`config.mk`:
```
export PLATFORM = sky130hd
export DESIGN_NAME = aq_req_buf_flat
export DESIGN_NICKNAME = d
export VERILOG_FILES = /design/src/rtl/aq_req_buf_pkg.sv /design/src/rtl/aq_req_buf_if.sv /design/src/rtl/aq_req_buf_entry.sv /design/src/rtl/aq_req_buf.sv /design/src/flat_wrapper.sv
export SDC_FILE = /design/constraint.sdc
export NUM_CORES = 1
export LEC_CHECK = 0
export ABC_AREA = 0
export ABC_CLOCK_PERIOD_IN_PS = 5200
export BUFFER_PORTS_ARGS = -buffer_cell sky130_fd_sc_hd__buf_2
export CELL_PAD_IN_SITES_DETAIL_PLACEMENT = 1
export CELL_PAD_IN_SITES_GLOBAL_PLACEMENT = 2
export CORE_UTILIZATION = 36
export DETAILED_ROUTE_END_ITERATION = 7
export GPL_ROUTABILITY_DRIVEN = 0
export PLACE_DENSITY = 0.85
export SYNTH_ARGS = -nofsm -noshare
export SYNTH_HDL_FRONTEND = slang
export SYNTH_SLANG_ARGS = --single-unit
export TNS_END_PERCENT = 10
```
`constraint.sdc`:
```
create_clock -name clk -period 5.2 [get_ports clk]
set_input_delay 1.04 -clock clk [delete_from_list [all_inputs] [get_ports clk]]
set_output_delay 1.04 -clock clk [all_outputs]
set_load 0.05 [all_outputs]
```
`src/rtl/aq_req_buf_pkg.sv`:
```
// Shared types for the LSU request buffer: entry state encoding and
// the back-off counter width.
package aq_req_buf_pkg;

  typedef enum logic [1:0] {
    ST_FREE    = 2'd0,
    ST_PEND    = 2'd1,
    ST_ISSUED  = 2'd2,
    ST_BACKOFF = 2'd3
  } ent_st_e;

  localparam int BO_W = 4;

endpackage

```
`src/rtl/aq_req_buf_if.sv`:
```
// Request/arbiter/downstream/response bundle around aq_req_buf.
// slave = the buffer, master = the surrounding LSU/arbiter/downstream.
interface aq_req_buf_if #(
  parameter int NUM = 4,
  parameter int DW  = 40
);
  logic           in_vld;
  logic           in_rdy;
  logic [DW-1:0]  in_data;
  logic [NUM-1:0] arb_valid;
  logic [NUM-1:0] arb_sel;
  logic           arb_clr;
  logic           out_vld;
  logic           out_rdy;
  logic [DW-1:0]  out_data;
  logic [NUM-1:0] out_id;
  logic           resp_vld;
  logic [NUM-1:0] resp_id;
  logic           resp_retry;
  logic           flush;
  logic           full;
  logic           empty;

  modport slave (
    input  in_vld, in_data, arb_sel, out_rdy, resp_vld, resp_id, resp_retry, flush,
    output in_rdy, arb_valid, arb_clr, out_vld, out_data, out_id, full, empty
  );

  modport master (
    output in_vld, in_data, arb_sel, out_rdy, resp_vld, resp_id, resp_retry, flush,
    input  in_rdy, arb_valid, arb_clr, out_vld, out_data, out_id, full, empty
  );
endinterface

```
`src/rtl/aq_req_buf_entry.sv`:
```
// One buffer entry: state FSM, optional back-off counter, payload register.
// Back-off counter exists only with AQ_REQ_BUF_BACKOFF_EN defined.
module aq_req_buf_entry
  import aq_req_buf_pkg::*;
#(
  parameter int DW = 40
`ifdef AQ_REQ_BUF_BACKOFF_EN
  ,
  parameter int BO_CYC = 4
`endif
) (
  input  logic          clk,
  input  logic          rst_b,
  input  logic          alloc,
  input  logic          issue,
  input  logic          resp_done,
  input  logic          resp_retry,
  input  logic          flush,
  input  logic [DW-1:0] din,
  output ent_st_e       state,
  output logic [DW-1:0] data
);

`ifdef AQ_REQ_BUF_BACKOFF_EN
  logic [BO_W-1:0] cnt;
`endif

  // Entry FSM; an issue beats a coincident flush since downstream already took it.
  always_ff @(posedge clk or negedge rst_b) begin
    if (!rst_b) begin
      state <= ST_FREE;
`ifdef AQ_REQ_BUF_BACKOFF_EN
      cnt   <= '0;
`endif
    end else if (issue) begin
      state <= ST_ISSUED;
    end else if (flush && (state == ST_PEND || state == ST_BACKOFF)) begin
      state <= ST_FREE;
`ifdef AQ_REQ_BUF_BACKOFF_EN
      cnt   <= '0;
`endif
    end else begin
      case (state)
        ST_FREE:   if (alloc) state <= ST_PEND;
        ST_ISSUED: begin
          if (resp_done) begin
            state <= ST_FREE;
          end else if (resp_retry) begin
`ifdef AQ_REQ_BUF_BACKOFF_EN
            state <= ST_BACKOFF;
            cnt   <= BO_W'(BO_CYC - 1);
`else
            state <= ST_PEND;
`endif
          end
        end
`ifdef AQ_REQ_BUF_BACKOFF_EN
        ST_BACKOFF: begin
          if (cnt == '0) state <= ST_PEND;
          else           cnt   <= cnt - 1'b1;
        end
`endif
        default: ;
      endcase
    end
  end

  // Payload captured on allocation only; no reset needed.
  always_ff @(posedge clk) begin
    if (alloc) data <= din;
  end

endmodule

```
`src/rtl/aq_req_buf.sv`:
```
// LSU request buffer feeding an age-priority arbiter.
// Optional retry back-off: define AQ_REQ_BUF_BACKOFF_EN.
module aq_req_buf
  import aq_req_buf_pkg::*;
#(
  parameter int NUM    = 4,
  parameter int DW     = 40,
  parameter int BO_CYC = 4
) (
  input  logic         clk,
  input  logic         rst_b,
  aq_req_buf_if.slave  bus
);

  ent_st_e                st [NUM];
  logic [NUM-1:0][DW-1:0] dat;
  logic [NUM-1:0]         free_v, pend_v, iss_v;
  logic [NUM-1:0]         alloc_oh, grant, issue_v, rsp_hit, done_v, retry_v;
  logic                   in_rdy, out_vld, arb_clr;
  logic [DW-1:0]          out_data;

  // Lowest-index free entry takes the new request.
  assign in_rdy   = (|free_v) & ~bus.flush;
  assign alloc_oh = (bus.in_vld && in_rdy) ? (free_v & (~free_v + NUM'(1))) : '0;

  // Grant is qualified by PEND so a stray select never issues a non-pending entry.
  assign grant    = bus.arb_sel & pend_v;
  assign out_vld  = |grant;
  assign arb_clr  = out_vld & bus.out_rdy;
  assign issue_v  = grant & {NUM{arb_clr}};

  // Responses only land on entries that are actually ISSUED.
  assign rsp_hit  = bus.resp_vld ? (bus.resp_id & iss_v) : '0;
  assign done_v   = rsp_hit & {NUM{~bus.resp_retry}};
  assign retry_v  = rsp_hit & {NUM{bus.resp_retry}};

  // Downstream payload mux.
  always_comb begin
    out_data = '0;
    for (int i = 0; i < NUM; i++)
      if (grant[i]) out_data = out_data | dat[i];
  end

  for (genvar i = 0; i < NUM; i++) begin : g_ent
    assign free_v[i] = (st[i] == ST_FREE);
    assign pend_v[i] = (st[i] == ST_PEND);
    assign iss_v[i]  = (st[i] == ST_ISSUED);

    aq_req_buf_entry #(
      .DW     (DW)
`ifdef AQ_REQ_BUF_BACKOFF_EN
      ,
      .BO_CYC (BO_CYC)
`endif
    ) u_ent (
      .clk        (clk),
      .rst_b      (rst_b),
      .alloc      (alloc_oh[i]),
      .issue      (issue_v[i]),
      .resp_done  (done_v[i]),
      .resp_retry (retry_v[i]),
      .flush      (bus.flush),
      .din        (bus.in_data),
      .state      (st[i]),
      .data       (dat[i])
    );
  end

  assign bus.in_rdy    = in_rdy;
  assign bus.arb_valid = pend_v;
  assign bus.arb_clr   = arb_clr;
  assign bus.out_vld   = out_vld;
  assign bus.out_data  = out_data;
  assign bus.out_id    = grant;
  assign bus.full      = ~|free_v;
  assign bus.empty     = &free_v;

  // Response id must be one-hot; back-off length must fit the counter.
  always_ff @(posedge clk) begin
    if (rst_b) begin
      assert (!bus.resp_vld || $onehot(bus.resp_id))
        else $error("aq_req_buf: resp_id not one-hot");
      assert (BO_CYC >= 1 && BO_CYC <= 15)
        else $error("aq_req_buf: BO_CYC out of range");
    end
  end

endmodule

```
`src/flat_wrapper.sv`:
```
// flat-port wrapper written by rule: the top's interface ports become plain ports
module aq_req_buf_flat import aq_req_buf_pkg::*;
#(
  parameter int NUM    = 4,
  parameter int DW     = 40,
  parameter int BO_CYC = 4
)
  (clk, rst_b, bus_in_vld, bus_in_data, bus_arb_sel, bus_out_rdy, bus_resp_vld, bus_resp_id, bus_resp_retry, bus_flush, bus_in_rdy, bus_arb_valid, bus_arb_clr, bus_out_vld, bus_out_data, bus_out_id, bus_full, bus_empty);
  aq_req_buf_if #(.NUM(NUM), .DW(DW)) bus_i ();
  input  logic clk;
  input  logic rst_b;
  input wire logic [$bits(bus_i.in_vld)-1:0] bus_in_vld;
  input wire logic [$bits(bus_i.in_data)-1:0] bus_in_data;
  input wire logic [$bits(bus_i.arb_sel)-1:0] bus_arb_sel;
  input wire logic [$bits(bus_i.out_rdy)-1:0] bus_out_rdy;
  input wire logic [$bits(bus_i.resp_vld)-1:0] bus_resp_vld;
  input wire logic [$bits(bus_i.resp_id)-1:0] bus_resp_id;
  input wire logic [$bits(bus_i.resp_retry)-1:0] bus_resp_retry;
  input wire logic [$bits(bus_i.flush)-1:0] bus_flush;
  output wire logic [$bits(bus_i.in_rdy)-1:0] bus_in_rdy;
  output wire logic [$bits(bus_i.arb_valid)-1:0] bus_arb_valid;
  output wire logic [$bits(bus_i.arb_clr)-1:0] bus_arb_clr;
  output wire logic [$bits(bus_i.out_vld)-1:0] bus_out_vld;
  output wire logic [$bits(bus_i.out_data)-1:0] bus_out_data;
  output wire logic [$bits(bus_i.out_id)-1:0] bus_out_id;
  output wire logic [$bits(bus_i.full)-1:0] bus_full;
  output wire logic [$bits(bus_i.empty)-1:0] bus_empty;
  assign bus_i.in_vld = bus_in_vld;
  assign bus_i.in_data = bus_in_data;
  assign bus_i.arb_sel = bus_arb_sel;
  assign bus_i.out_rdy = bus_out_rdy;
  assign bus_i.resp_vld = bus_resp_vld;
  assign bus_i.resp_id = bus_resp_id;
  assign bus_i.resp_retry = bus_resp_retry;
  assign bus_i.flush = bus_flush;
  assign bus_in_rdy = bus_i.in_rdy;
  assign bus_arb_valid = bus_i.arb_valid;
  assign bus_arb_clr = bus_i.arb_clr;
  assign bus_out_vld = bus_i.out_vld;
  assign bus_out_data = bus_i.out_data;
  assign bus_out_id = bus_i.out_id;
  assign bus_full = bus_i.full;
  assign bus_empty = bus_i.empty;
  aq_req_buf #(.NUM(NUM), .DW(DW), .BO_CYC(BO_CYC)) u_core (.clk(clk), .rst_b(rst_b), .bus(bus_i));
endmodule
```
Word level (Yosys, flattened, before mapping)
Cells that the tools add are included.
Word-level totals
  bits of input ports: 55
  bits in read-only memories: 0
  bits in writable memories: 0
  bits in registers: 168
  word-level logic and storage cells: 98
  memories: 0
  output and inout bits: 53
  bits in latches: 0
Cells by class
  multipliers: 0
  bitwise gates (word level): 14
  mux-type cells: 30
  divide/modulo/power cells: 0
  add/subtract/negate cells: 1
  eq/ne operators: 20
  order comparisons: 0
  shift operators: 0
  reduce and logical (&&, ||, !) cells: 25
Operators by type and width (number)
  40-bit two-way mux: 4
  40-bit OR: 3
  2-bit two-way mux: 20
  4-bit AND: 6
  5-bit != test, second input constant: 4
  2-bit equality test, second input constant: 8
  4-bit != test, second input constant: 4
  2-bit one-hot mux with 2 select lines: 4
  4-bit nonzero test: 4
  3-bit AND reduction: 4
  2-bit by 1-bit equality test with 1-bit output, second input constant: 4
  2-bit zero test: 4
  4-bit two-way mux: 2
  4-bit OR reduction: 2
  1-bit logical AND: 5
  4-bit by 1-bit adder with 4-bit output, second input constant: 1
  1-bit logical OR: 4
  4-bit NOT: 1
  4-bit AND reduction: 1
  1-bit AND: 2
  1-bit NOT: 2
  1-bit zero test: 1

Depth between registers and ports, before layout
  depth after elaboration: 9
  gate-level depth with buffers: 6
  gate-level depth less buffers: 3

Cells and area by module
From an unflattened synthesis, not the netlist that was laid out.
Second synthesis, totals
  cells, all modules: 490
  area total of the unflattened synthesis: 7395.8 um2
By module, submodules not included
  aq_req_buf_entry: seq. area each 1251.2 um2, times used 4, cells an instance 49, area an instance 1305.0 um2
  aq_req_buf: seq. area each 0.0 um2, times used 1, cells an instance 294, area an instance 2175.8 um2

Least setup slack after synthesis
OpenSTA, ideal clock, no wires.
  path kind: input to register
  start point: input bus_flush
  end point: register u_core.g_ent[3].u_ent.data[0] (enable)
  buffers on the path: 1
  cell stages on the path: 4
  arrival: 5.531 ns
  setup slack: -0.868 ns
  setup time: 0.537 ns
  required time: 4.663 ns
  path through: clkbuf_1 nand2b_1 or2_2 nor4_1
On the way
  cells in the longest elaborated chain, start to end: 4
Ends and longest elaborated chain
  start: declaration: line flat_wrapper.sv:19  | input wire logic [$bits(bus_i.flush)-1:0] bus_flush;
  1-bit NOT: line aq_req_buf.sv:23  | assign in_rdy = (|free_v) & ~bus.flush;
  1-bit AND: line aq_req_buf.sv:23
  1-bit logical AND: line aq_req_buf.sv:24  | assign alloc_oh = (bus.in_vld && in_rdy) ? (free_v & (~free_v + NUM'(1))) : '0;
  4-bit two-way mux: line aq_req_buf.sv:24
  via u_core.g_ent[3].u_ent.alloc: line aq_req_buf_entry.sv:14  | input logic alloc,
  end signal: assignment: line aq_req_buf_entry.sv:70  | if (alloc) data <= din;
  end: declaration: line aq_req_buf_entry.sv:21  | output logic [DW-1:0] data
The timed path passes the listed nets, and every way through them passes these cells.
A chain may end at the register's enable or synchronous reset.

Final worst setup path
  start point: input bus_arb_sel[1]
  end point: output bus_arb_clr
On the way
  cells in the longest elaborated chain, start to end: 3
Ends and longest elaborated chain
  start: declaration: line flat_wrapper.sv:14  | input wire logic [$bits(bus_i.arb_sel)-1:0] bus_arb_sel;
  4-bit AND: line aq_req_buf.sv:27  | assign grant = bus.arb_sel & pend_v;
  4-bit OR reduction: line aq_req_buf.sv:28  | assign out_vld = |grant;
  1-bit AND: line aq_req_buf.sv:29  | assign arb_clr = out_vld & bus.out_rdy;
  end: declaration: line flat_wrapper.sv:22  | output wire logic [$bits(bus_i.arb_clr)-1:0] bus_arb_clr;
Every way passes these cells.

==> flow_summary.toml <==
[logic_synthesis]
synth_xor_area_share_pct = 0
synth_nets = 431
synthDistinctLibCells = 36
synth_top_family_by_area = "compound AO/OA/AOI/OAI gates"
synth_warnings = 0
synth_seq_area_share_pct = 80.00
synth_edf_count = 160
synthCells = 376
synth_area_um2 = 6256
synth_compound_area_share_pct = 11.68
synth_mux_area_share_pct = 0
yosys.area_share.simple_pct = 6.400
ys.flop_type = "edfxtp_1"
async_flop_share_pct = 4.762
synth_area_per_cell_um2 = 16.64
yosys.area_share.adder_pct = 0
synth_seq_cells = 168

[timing]
fmax_ghz = 0.2687
rsz0062_at_grt = "no"
fin_crit_sh_pct = 71.56
slew_violations = 0
worst_pin_slew_ps = 1094
fin_skew_ps = 6.250
final_hold_viol_count = 0
maxSlewHeadroom_pct = 26.69
setup_viol = 0
fin_tns_setup_ps = 0
fin_crit_ps = 3721

[placed_design]
io_buffer_count = 107
placed_area_um2 = 7051
placedCellCount = 684
dp_hpwl_um = 8504

[clocking]
postCtsHoldBufs = 0
clk_latency_ps = 420
clockBufferDepth = 2
clock_sinks = 168
post_cts_buffers = 0
tritoncts = "yes"
numCtsBuffers = 17
root_buffer = "clkbuf_16"
clkSlewWorstSetupHoldPaths_ps = 60
cts_resized = 0
htree_levels = 4

[global_route]
grt_usage_pct = 16.63
grt_max_degree = 45
grt_pass1_wl_um = 21650
grt_pass1_vias = 3931
antenna_found_initial = 0
overflow = 0

[route]
drt_pass1_iterations = 4
drc = 0
initialDrtViolationCount = 247
final_antenna_net_count = 0
routedWlPerCell_um = 19.72
vias = 3693
totalWireLength_um = 14140
avgViaCountPerCell = 5.151

[final_layout]
syn_to_final_growth_pct = 21.50
final_common_cell = "edfxtp_1"
final_cell_mix = "edfxtp_1, buf_2, a22oi_1"
nets = 538
design_area_um2 = 7601
final_cell_count_no_fill = 717
final_util_pct = 45.35
drive_above_1_share_pct = 29.84

[pwr]
netSwitchingFraction_pct = 34.93
p_switching_w = 0.001364
p_leak_nw = 2.829
cellPowerDensity_nw_per_um2 = 513.6
total_power_w = 0.003904
clock_power_share_pct = 30.1
internal_power_w = 0.002540
combPwrFrac_pct = 27.1
seqPwrFrac_pct = 42.8
peakVddDrop_mv = 0.2474

[floorplan]
core_area_um2 = 16760
die_h_um = 133.8
num_rows = 47
die_area_um2 = 17910
die_w_um = 133.8
pin_count = 108
initial_utilization_pct = 37.33

[setup_path]
required_ps = 4160
path_cells = "buf_2, and3b_2, or4_4, and2_4, buf_2"
cp-end-kind = "output port"
worstPathMaxFanout = 42
cpMostUsedCell = "buf_2"
worstPathArrival_ps = 2680
cp_slowest_stage_delay_ps = 660
worstSetupStartpointType = "primary input"
critPathKind = "in2out"
crit_slowest_cell = "or4_4"

[outcome]
status = "complete, no violations"

[hold_path]
hold_class = "in2async"

[job]
max_cap_violations = 0
-- per-layer routing --
metal  up-vias  part of all wire [%]  track usage [%]
met5         -                     0                0
met4         0                   1.0            5.871
met1      1850                    45            20.74
met2       110                    49            27.52
li1       1719                     -                -
met3        14                   5.3            4.875
-- power groups by stage --
stage / clock network (W) / logic [W] / registers (W)
CTS: 0.00120 / 0.00108 / 0.00167
detailed placement: 0 / 0.00107 / 0.00170
global placement: 0 / 0.00106 / 0.00169
finish: 0.00117 / 0.00106 / 0.00167
global route: 0.00125 / 0.00112 / 0.00168
floorplan: 0 / 0.000809 / 0.00167
-- worst paths after layout --
kind                                                start                              to  slack, ps  cells after the start
max reg2reg                u_core.g_ent[0].u_ent.state[0]  u_core.g_ent[0].u_ent.data[37]       3060                      2
min                                                 rst_b  u_core.g_ent[2].u_ent.state[1]        460                      1
max in group asynchronous                           rst_b  u_core.g_ent[1].u_ent.state[0]       4560                      1
min in group clk           u_core.g_ent[2].u_ent.state[0]  u_core.g_ent[2].u_ent.state[0]        650                      1
min reg2reg                u_core.g_ent[2].u_ent.state[0]  u_core.g_ent[2].u_ent.state[0]        650                      1
max                                        bus_arb_sel[1]                     bus_arb_clr       1480                      5
-- area by class of cell --
class                      instances  area (um^2)
timing repair buffer             114        588.1
fill                            1674         9159
antenna                            1        2.502
tap                              220        275.3
sequential                       168         5005
inverter                           4        15.01
multi-input combinational        178         1167
clock buffer                      22        444.2
clock inverter                    10        103.9
-- cells by family (layout without fill, tap and decap cells) --
kind of cell	after synthesis	count (layout)
flops	168	168
compound gates	97	97
simple gates	81	81
buf+inv	30	150
other cells	0	1
-- state kept, by name, summed over array words and instances, names as in the netlist --
| name | cells |
|---|---|
| u_core.g_ent.u_ent.data | 160 |
| u_core.g_ent.u_ent.state | 8 |
-- critical path: cells and delay by family --
family	cells	cell delay, ps
buffers and inverters	2	300
AND/OR/NAND/NOR	3	1330
-- Yosys cell counts (2+ instances only) --
cell type    n  share of area, %
nand3b_1     5              0.60
o211ai_1     2              0.24
a22oi_1     80               9.6
o21ai_0      3              0.24
clkbuf_1    22               1.3
edfxtp_1   160                77
nor2_1       8              0.48
clkbuf_2     2              0.16
dfrtp_1      8               3.2
and3b_1      4              0.56
nor2b_1      4              0.40
nand4_1      3              0.30
nand2_1     44               2.6
inv_1        4              0.24
nor3_1       4              0.32
nor4_1       2              0.20
a22o_1       2              0.28
-- per-stage QoR --
| step | setup slack (ps) | hold WS (ps) |
|---|---|---|
| after floorplan | -622.7 | 555.7 |
| after global placement | 1442 | 597.8 |
| after detailed placement | 1435 | 640.2 |
| after CTS | 1430 | 445.7 |
| after global routing | 1392 | 461.0 |
| final | 1479 | 461.2 |
Power figures use the tool's default switching activity.
